File: src/rtl/dsd_pkg.sv
// ============================================================================
// dsd_pkg : shared state encoding and sizing helpers for pulse_stretcher
// Rev 1.0
// ============================================================================
`default_nettype none

package dsd_pkg;

  typedef enum logic [1:0] {
    ST_IDLE = 2'd0,
    ST_HOLD = 2'd1,
    ST_GAP  = 2'd2
  } state_e;

  localparam int unsigned GAP_DEFAULT = 2;

  // The shared down-counter must hold both len-1 and GAP-1.
  function automatic int unsigned cnt_width(input int unsigned len_w,
                                            input int unsigned gap);
    int unsigned gap_w;
    gap_w = (gap > 1) ? $clog2(gap) : 1;
    return (len_w > gap_w) ? len_w : gap_w;
  endfunction

endpackage

`default_nettype wire

File: src/rtl/pend_counter.sv
// ============================================================================
// pend_counter : saturating up/down counter of queued requests
// Rev 1.0
// ============================================================================
`default_nettype none

module pend_counter #(
  parameter int unsigned PEND_W = 4
) (
  input  logic              clk,
  input  logic              rst,
  input  logic              inc,
  input  logic              dec,
  input  logic              clr,
  output logic [PEND_W-1:0] count,
  output logic              full
);

  localparam logic [PEND_W-1:0] C_MAX = '1;

  logic [PEND_W-1:0] r_count;

  // inc and dec together cancel, so a request served from the queue in the
  // same cycle a new one arrives leaves the count unchanged.
  always_ff @(posedge clk or posedge rst) begin
    if (rst) begin
      r_count <= '0;
    end else if (clr) begin
      r_count <= '0;
    end else if (inc && !dec && (r_count != C_MAX)) begin
      r_count <= r_count + 1'b1;
    end else if (dec && !inc && (r_count != '0)) begin
      r_count <= r_count - 1'b1;
    end
  end

  assign count = r_count;
  assign full  = (r_count == C_MAX);

endmodule

`default_nettype wire

File: src/rtl/pulse_stretcher.sv
// ============================================================================
// pulse_stretcher : turns request pulses into held levels of programmable
//                   length, with queueing/retrigger and a fixed low gap
// Rev 1.0
// ============================================================================
`default_nettype none

module pulse_stretcher
  import dsd_pkg::*;
#(
  parameter int unsigned LEN_W  = 8,
  parameter int unsigned PEND_W = 4,
  parameter int unsigned GAP    = GAP_DEFAULT
) (
  input  logic              clk,
  input  logic              rst,
  input  logic              en,
  input  logic              pulse_in,
  input  logic [LEN_W-1:0]  len,
  input  logic              retrig,
  input  logic              clr_ovf,
  output logic              level_out,
  output logic              busy,
  output logic [PEND_W-1:0] pending,
  output logic              overflow
);

  localparam int unsigned CNT_W = cnt_width(LEN_W, GAP);

  state_e             r_state;
  state_e             w_state_nxt;
  logic [CNT_W-1:0]   r_cnt;
  logic [CNT_W-1:0]   w_cnt_nxt;
  logic               r_overflow;

  logic [LEN_W-1:0]   w_len_eff;
  logic [CNT_W-1:0]   w_hold_load;
  logic [CNT_W-1:0]   w_gap_load;
  logic               w_req;
  logic               w_pend_nz;
  logic               w_inc;
  logic               w_dec;
  logic               w_full;
  logic               w_ovf_evt;

  assign w_len_eff   = (len == '0) ? LEN_W'(1) : len;
  assign w_hold_load = CNT_W'(w_len_eff) - CNT_W'(1);
  assign w_gap_load  = CNT_W'(GAP - 1);
  assign w_req       = en & pulse_in;
  assign w_pend_nz   = (pending != '0);

  always_ff @(posedge clk or posedge rst) begin
    if (rst) begin
      r_state <= ST_IDLE;
      r_cnt   <= '0;
    end else begin
      r_state <= w_state_nxt;
      r_cnt   <= w_cnt_nxt;
    end
  end

  always_comb begin
    w_state_nxt = r_state;
    w_cnt_nxt   = r_cnt;
    w_inc       = 1'b0;
    w_dec       = 1'b0;
    case (r_state)
      ST_IDLE: begin
        // A queue that en=0 is clearing this cycle is not served.
        if (w_req || (en && w_pend_nz)) begin
          w_state_nxt = ST_HOLD;
          w_cnt_nxt   = w_hold_load;
          w_dec       = en & w_pend_nz;
          w_inc       = w_req & w_pend_nz;
        end
      end
      ST_HOLD: begin
        w_inc = w_req & ~retrig;
        if (w_req && retrig) begin
          w_cnt_nxt = w_hold_load;
        end else if (r_cnt == '0) begin
          w_state_nxt = ST_GAP;
          w_cnt_nxt   = w_gap_load;
        end else begin
          w_cnt_nxt = r_cnt - 1'b1;
        end
      end
      ST_GAP: begin
        w_inc = w_req;
        if (r_cnt == '0) begin
          w_state_nxt = ST_IDLE;
        end else begin
          w_cnt_nxt = r_cnt - 1'b1;
        end
      end
      default: begin
        w_state_nxt = ST_IDLE;
        w_cnt_nxt   = '0;
      end
    endcase
  end

  pend_counter #(
    .PEND_W (PEND_W)
  ) u_pend (
    .clk   (clk),
    .rst   (rst),
    .inc   (w_inc),
    .dec   (w_dec),
    .clr   (~en),
    .count (pending),
    .full  (w_full)
  );

  // A request is lost only when it would have grown an already full queue.
  assign w_ovf_evt = w_inc & ~w_dec & w_full & en;

  always_ff @(posedge clk or posedge rst) begin
    if (rst) begin
      r_overflow <= 1'b0;
    end else if (w_ovf_evt) begin
      r_overflow <= 1'b1;
    end else if (clr_ovf) begin
      r_overflow <= 1'b0;
    end
  end

  assign level_out = (r_state == ST_HOLD);
  assign busy      = (r_state == ST_HOLD) || (r_state == ST_GAP);
  assign overflow  = r_overflow;

endmodule

`default_nettype wire

File: config.mk
export PLATFORM = sky130hd
export DESIGN_NAME = pulse_stretcher
export DESIGN_NICKNAME = d
export VERILOG_FILES = /design/src/rtl/dsd_pkg.sv /design/src/rtl/pend_counter.sv /design/src/rtl/pulse_stretcher.sv
export SDC_FILE = /design/constraint.sdc
export NUM_CORES = 1
export LEC_CHECK = 0
export CAP_MARGIN = 30
export CORE_UTILIZATION = 25
export DETAILED_ROUTE_END_ITERATION = 16
export PLACE_DENSITY_LB_ADDON = 0.12
export SETUP_SLACK_MARGIN = 0.4
export SKIP_CTS_REPAIR_TIMING = 1
export SLEW_MARGIN = 15
export SYNTH_ARGS = -nofsm -noshare
export SYNTH_HDL_FRONTEND = slang
export SYNTH_HIERARCHICAL = 1
export SYNTH_SLANG_ARGS = --single-unit
File: constraint.sdc
create_clock -name clk -period 5 [get_ports clk]
set_input_delay 1 -clock clk [delete_from_list [all_inputs] [get_ports clk]]
set_output_delay 1 -clock clk [all_outputs]
set_load 0.05 [all_outputs]
==> impl_metrics.tcl <==
set metrics [dict create \
    run_status "completed" \
    use_met1_pct 17.4 \
    tns_ns 0 \
    synth_top_area_share_pct 27.5 \
    grt_pass1_vias 1148 \
    period_needed_ns 3.51 \
    cts_tree "done" \
    clock_path_buffers 2 \
    syn_inst 151 \
    ios 21 \
    crit_path_frequent_cell "a21oi_1" \
    vias_per_cell 4.90 \
    cp.required_ns 5.15 \
    start_util_pct 26.4 \
    num_antenna_cells 0 \
    grt_use_met2_pct 20.5 \
    gp_congestion 0.820 \
    async_reset_ff_share_pct 100 \
    p_comb_share_pct 69.6 \
    crit_buf_inv 2 \
    worstHoldStart "r_cnt[7]" \
    fmax_ghz 0.285 \
    seq_area_frac_synth_pct 27.5 \
    dieHeight_um 75.9 \
    drtIter0Drc 54 \
    num_vias 1200 \
    crit_path_start "en" \
    grt_antenna_before_repair 0 \
    ys_types 51 \
    path_cells "clkdlybuf4s50_1 -> nand2_1 -> a311oi_1 -> buf_4 -> nand2b_1 -> or2_2 -> ha_1 -> a21o_2 -> a21oi_1 -> a21oi_1 -> a211oi_1" \
    grt_pass1_wl_um 5530 \
    path_clk_slew_ns 0.06 \
    clk_latency_ns 0.25 \
    synthFlopType "dfrtp_1" \
    fill_cells 518 \
    finalCritPeriodShare_pct 70.2 \
    p_per_area_nw_per_um2 714 \
    slowest_stage "clkdlybuf4s50_1" \
    max_stage_delay_ns 0.66 \
    power.total_mw 1.21 \
    die_x_um 75.9 \
    final_max_slew_viol_count 0 \
    p_int_mw 0.600 \
    overflow 0 \
    setup_violations 0 \
    syn_avg_cell_area_um2 9.04 \
    syn-num-nets 174 \
    p_leak_nw 0.689 \
    io_buffers 20 \
    dieArea_um2 5760 \
    netlist_top_cells_area "dfrtp_1 (27%), ha_1 (7.3%), inv_1 (4.4%), nor2_1 (3.8%), xnor2_1 (3.8%)" \
    nNetsFinal 199 \
    clkSinkCount 15 \
    synth_edf_count 0 \
    rows 26 \
    hold_path.class "reg2reg" \
    ys_warn_count 6 \
    r2r_start "r_state[1]" \
    ant_nets 0 \
    h-tree-depth 1 \
    numCtsBuffers 3 \
    top_usage_layer "met2" \
    core_um2 5170 \
    path_class "in2reg" \
    cts_root_buf "clkbuf_8" \
    drt-pass1-iter-count 4 \
    gr-usage-met3_pct 3.17 \
    startpoint_type "input port" \
    pwr-share-clk_pct 8.3 \
    rsz0062_at_grt "false" \
    multi_input_area_um2 925 \
    maxSlewHeadroom_pct 44.3 \
    track_usage_pct 12.8 \
    wire_per_inst_um 13.5 \
    grt_start_max_net_pins 12 \
    switchingPower_mw 0.615 \
    netlist_area_um2 1370 \
    wl_um 3310 \
    critPathArrivalTime_ns 3.66 \
    seq_area_um2 375 \
    route.detailed.drc 0 \
    endpoint_kind "flop" \
    area_delta_synth_final_pct 24.7 \
    synth_top_cell_by_area "dfrtp_1" \
    hold_viol_final 0 \
    path_max_fanout 7 \
    p_seq_share_pct 22.1 \
    path_delay_family "compound AO/OA/AOI/OAI gates" \
    clock_skew_ns 0.000769 \
    drv_cap 0 \
    ys_seq_elements 15 \
    p_sw_share_pct 50.6 \
    dp_hpwl_um 2700 \
    drive_above_1_share_pct 12.6 \
    worstMarginPinSlew_ns 0.825 \
    ir_drop_mv 0.309 \
]
## layer usage
| layer | vias up | wire length [um] |
|---|---|---|
| met5 | - | 0 |
| met3 | 6 | 120 |
| met1 | 564 | 1610 |
| met4 | 0 | 40 |
| met2 | 24 | 1540 |
| li1 | 606 | - |
## worst paths after layout
| check | slack [ns] | to | cells past startpoint |
|---|---|---|---|
| setup / recovery | 1.49 | u_pend/count[3] | 11 |
| setup reg to reg | 1.95 | u_pend/count[3] | 12 |
| hold reg to reg | 0.54 | r_cnt[7] | 1 |
| hold / removal | 0.54 | r_cnt[7] | 1 |
| max in group asynchronous | 3.59 | r_cnt[0] | 2 |
| min in group asynchronous | 0.95 | u_pend/count[0] | 2 |
## cells in the mapped netlist, types with 2 or more instances
cell type,instances
nor3_1,2
nor2_1,14
nand3_1,3
or4b_1,2
xnor2_1,6
or2b_1,2
o22ai_4,2
o32a_1,3
o22ai_1,4
inv_1,16
o211ai_1,3
or2_2,2
a22o_1,5
ha_1,8
nand2_1,10
o31ai_1,2
mux2i_1,3
nand2b_1,5
o2bb2ai_1,2
a21oi_1,6
a31oi_1,2
dfrtp_1,15
o21ai_0,4
a21o_2,2
or3_1,2
## power by group through the flow
| stage | clock [mW] | combinational [mW] | sequential [mW] |
|---|---|---|---|
| 2_1_floorplan | 0 | 0.614 | 0.298 |
| 3_3_place_gp | 0 | 0.851 | 0.269 |
| 3_5_place_dp | 0 | 0.847 | 0.271 |
| 4_1_cts | 0.104 | 0.850 | 0.269 |
| 5_1_grt | 0.113 | 0.926 | 0.283 |
| 6_report | 0.101 | 0.845 | 0.269 |
## state kept, by name (all words and copies together) (netlist names)
name / count
r_cnt: 8
overflow: 1
u_pend/count: 4
r_state: 2
## logic make-up after synthesis
family / count (synthesis) / synth area share, %
adder cells (fa/ha/maj): 9 / 8.80
flip-flops: 15 / 27.5
XOR/XNOR: 6 / 3.85
multiplexers: 3 / 2.20
AND/OR/NAND/NOR: 56 / 24.1
buffers and inverters: 17 / 4.77
AO/OA/AOI/OAI: 45 / 28.8
## final cells by class
class | count | area share [%]
well taps | 70 | 5.15
clock buffers | 3 | 2.43
inverters | 16 | 3.53
clock inverters | 1 | 0.294
multi-input cells | 119 | 54.3
repair buffers | 21 | 12.2
flip-flops and latches | 15 | 22.1
## through the flow
| step | utilization, % | worst slack (ns) | cells | instance area, um2 | hold slack, ns |
|---|---|---|---|---|---|
| 2_1_floorplan | - | 1.55 | 151 | 1370 | 0.498 |
| 3_3_place_gp | 32.0 | 1.44 | 241 | 1660 | 0.532 |
| 3_5_place_dp | 32.0 | 1.26 | 241 | 1660 | 0.519 |
| 4_1_cts | 32.9 | 1.51 | 245 | 1700 | 0.538 |
| 5_1_grt | 32.9 | 1.33 | 245 | 1700 | 0.565 |
| 6_report | 32.9 | 1.49 | 245 | 1700 | 0.535 |
## cell usage in the layout, fill, tap and decap left out, types with 3 or more instances in the layout
master / count
inv_1: 16
clkbuf_8: 3
a22o_1: 5
dfrtp_1: 15
ha_1: 8
o211ai_1: 3
nand2_1: 10
o21ai_0: 4
nand3_1: 3
clkdlybuf4s50_1: 20
nand2b_1: 5
mux2i_1: 3
nor2_1: 14
a21oi_1: 6
xnor2_1: 6
o22ai_1: 4
o32a_1: 3
(Power assumes the default switching activity.)
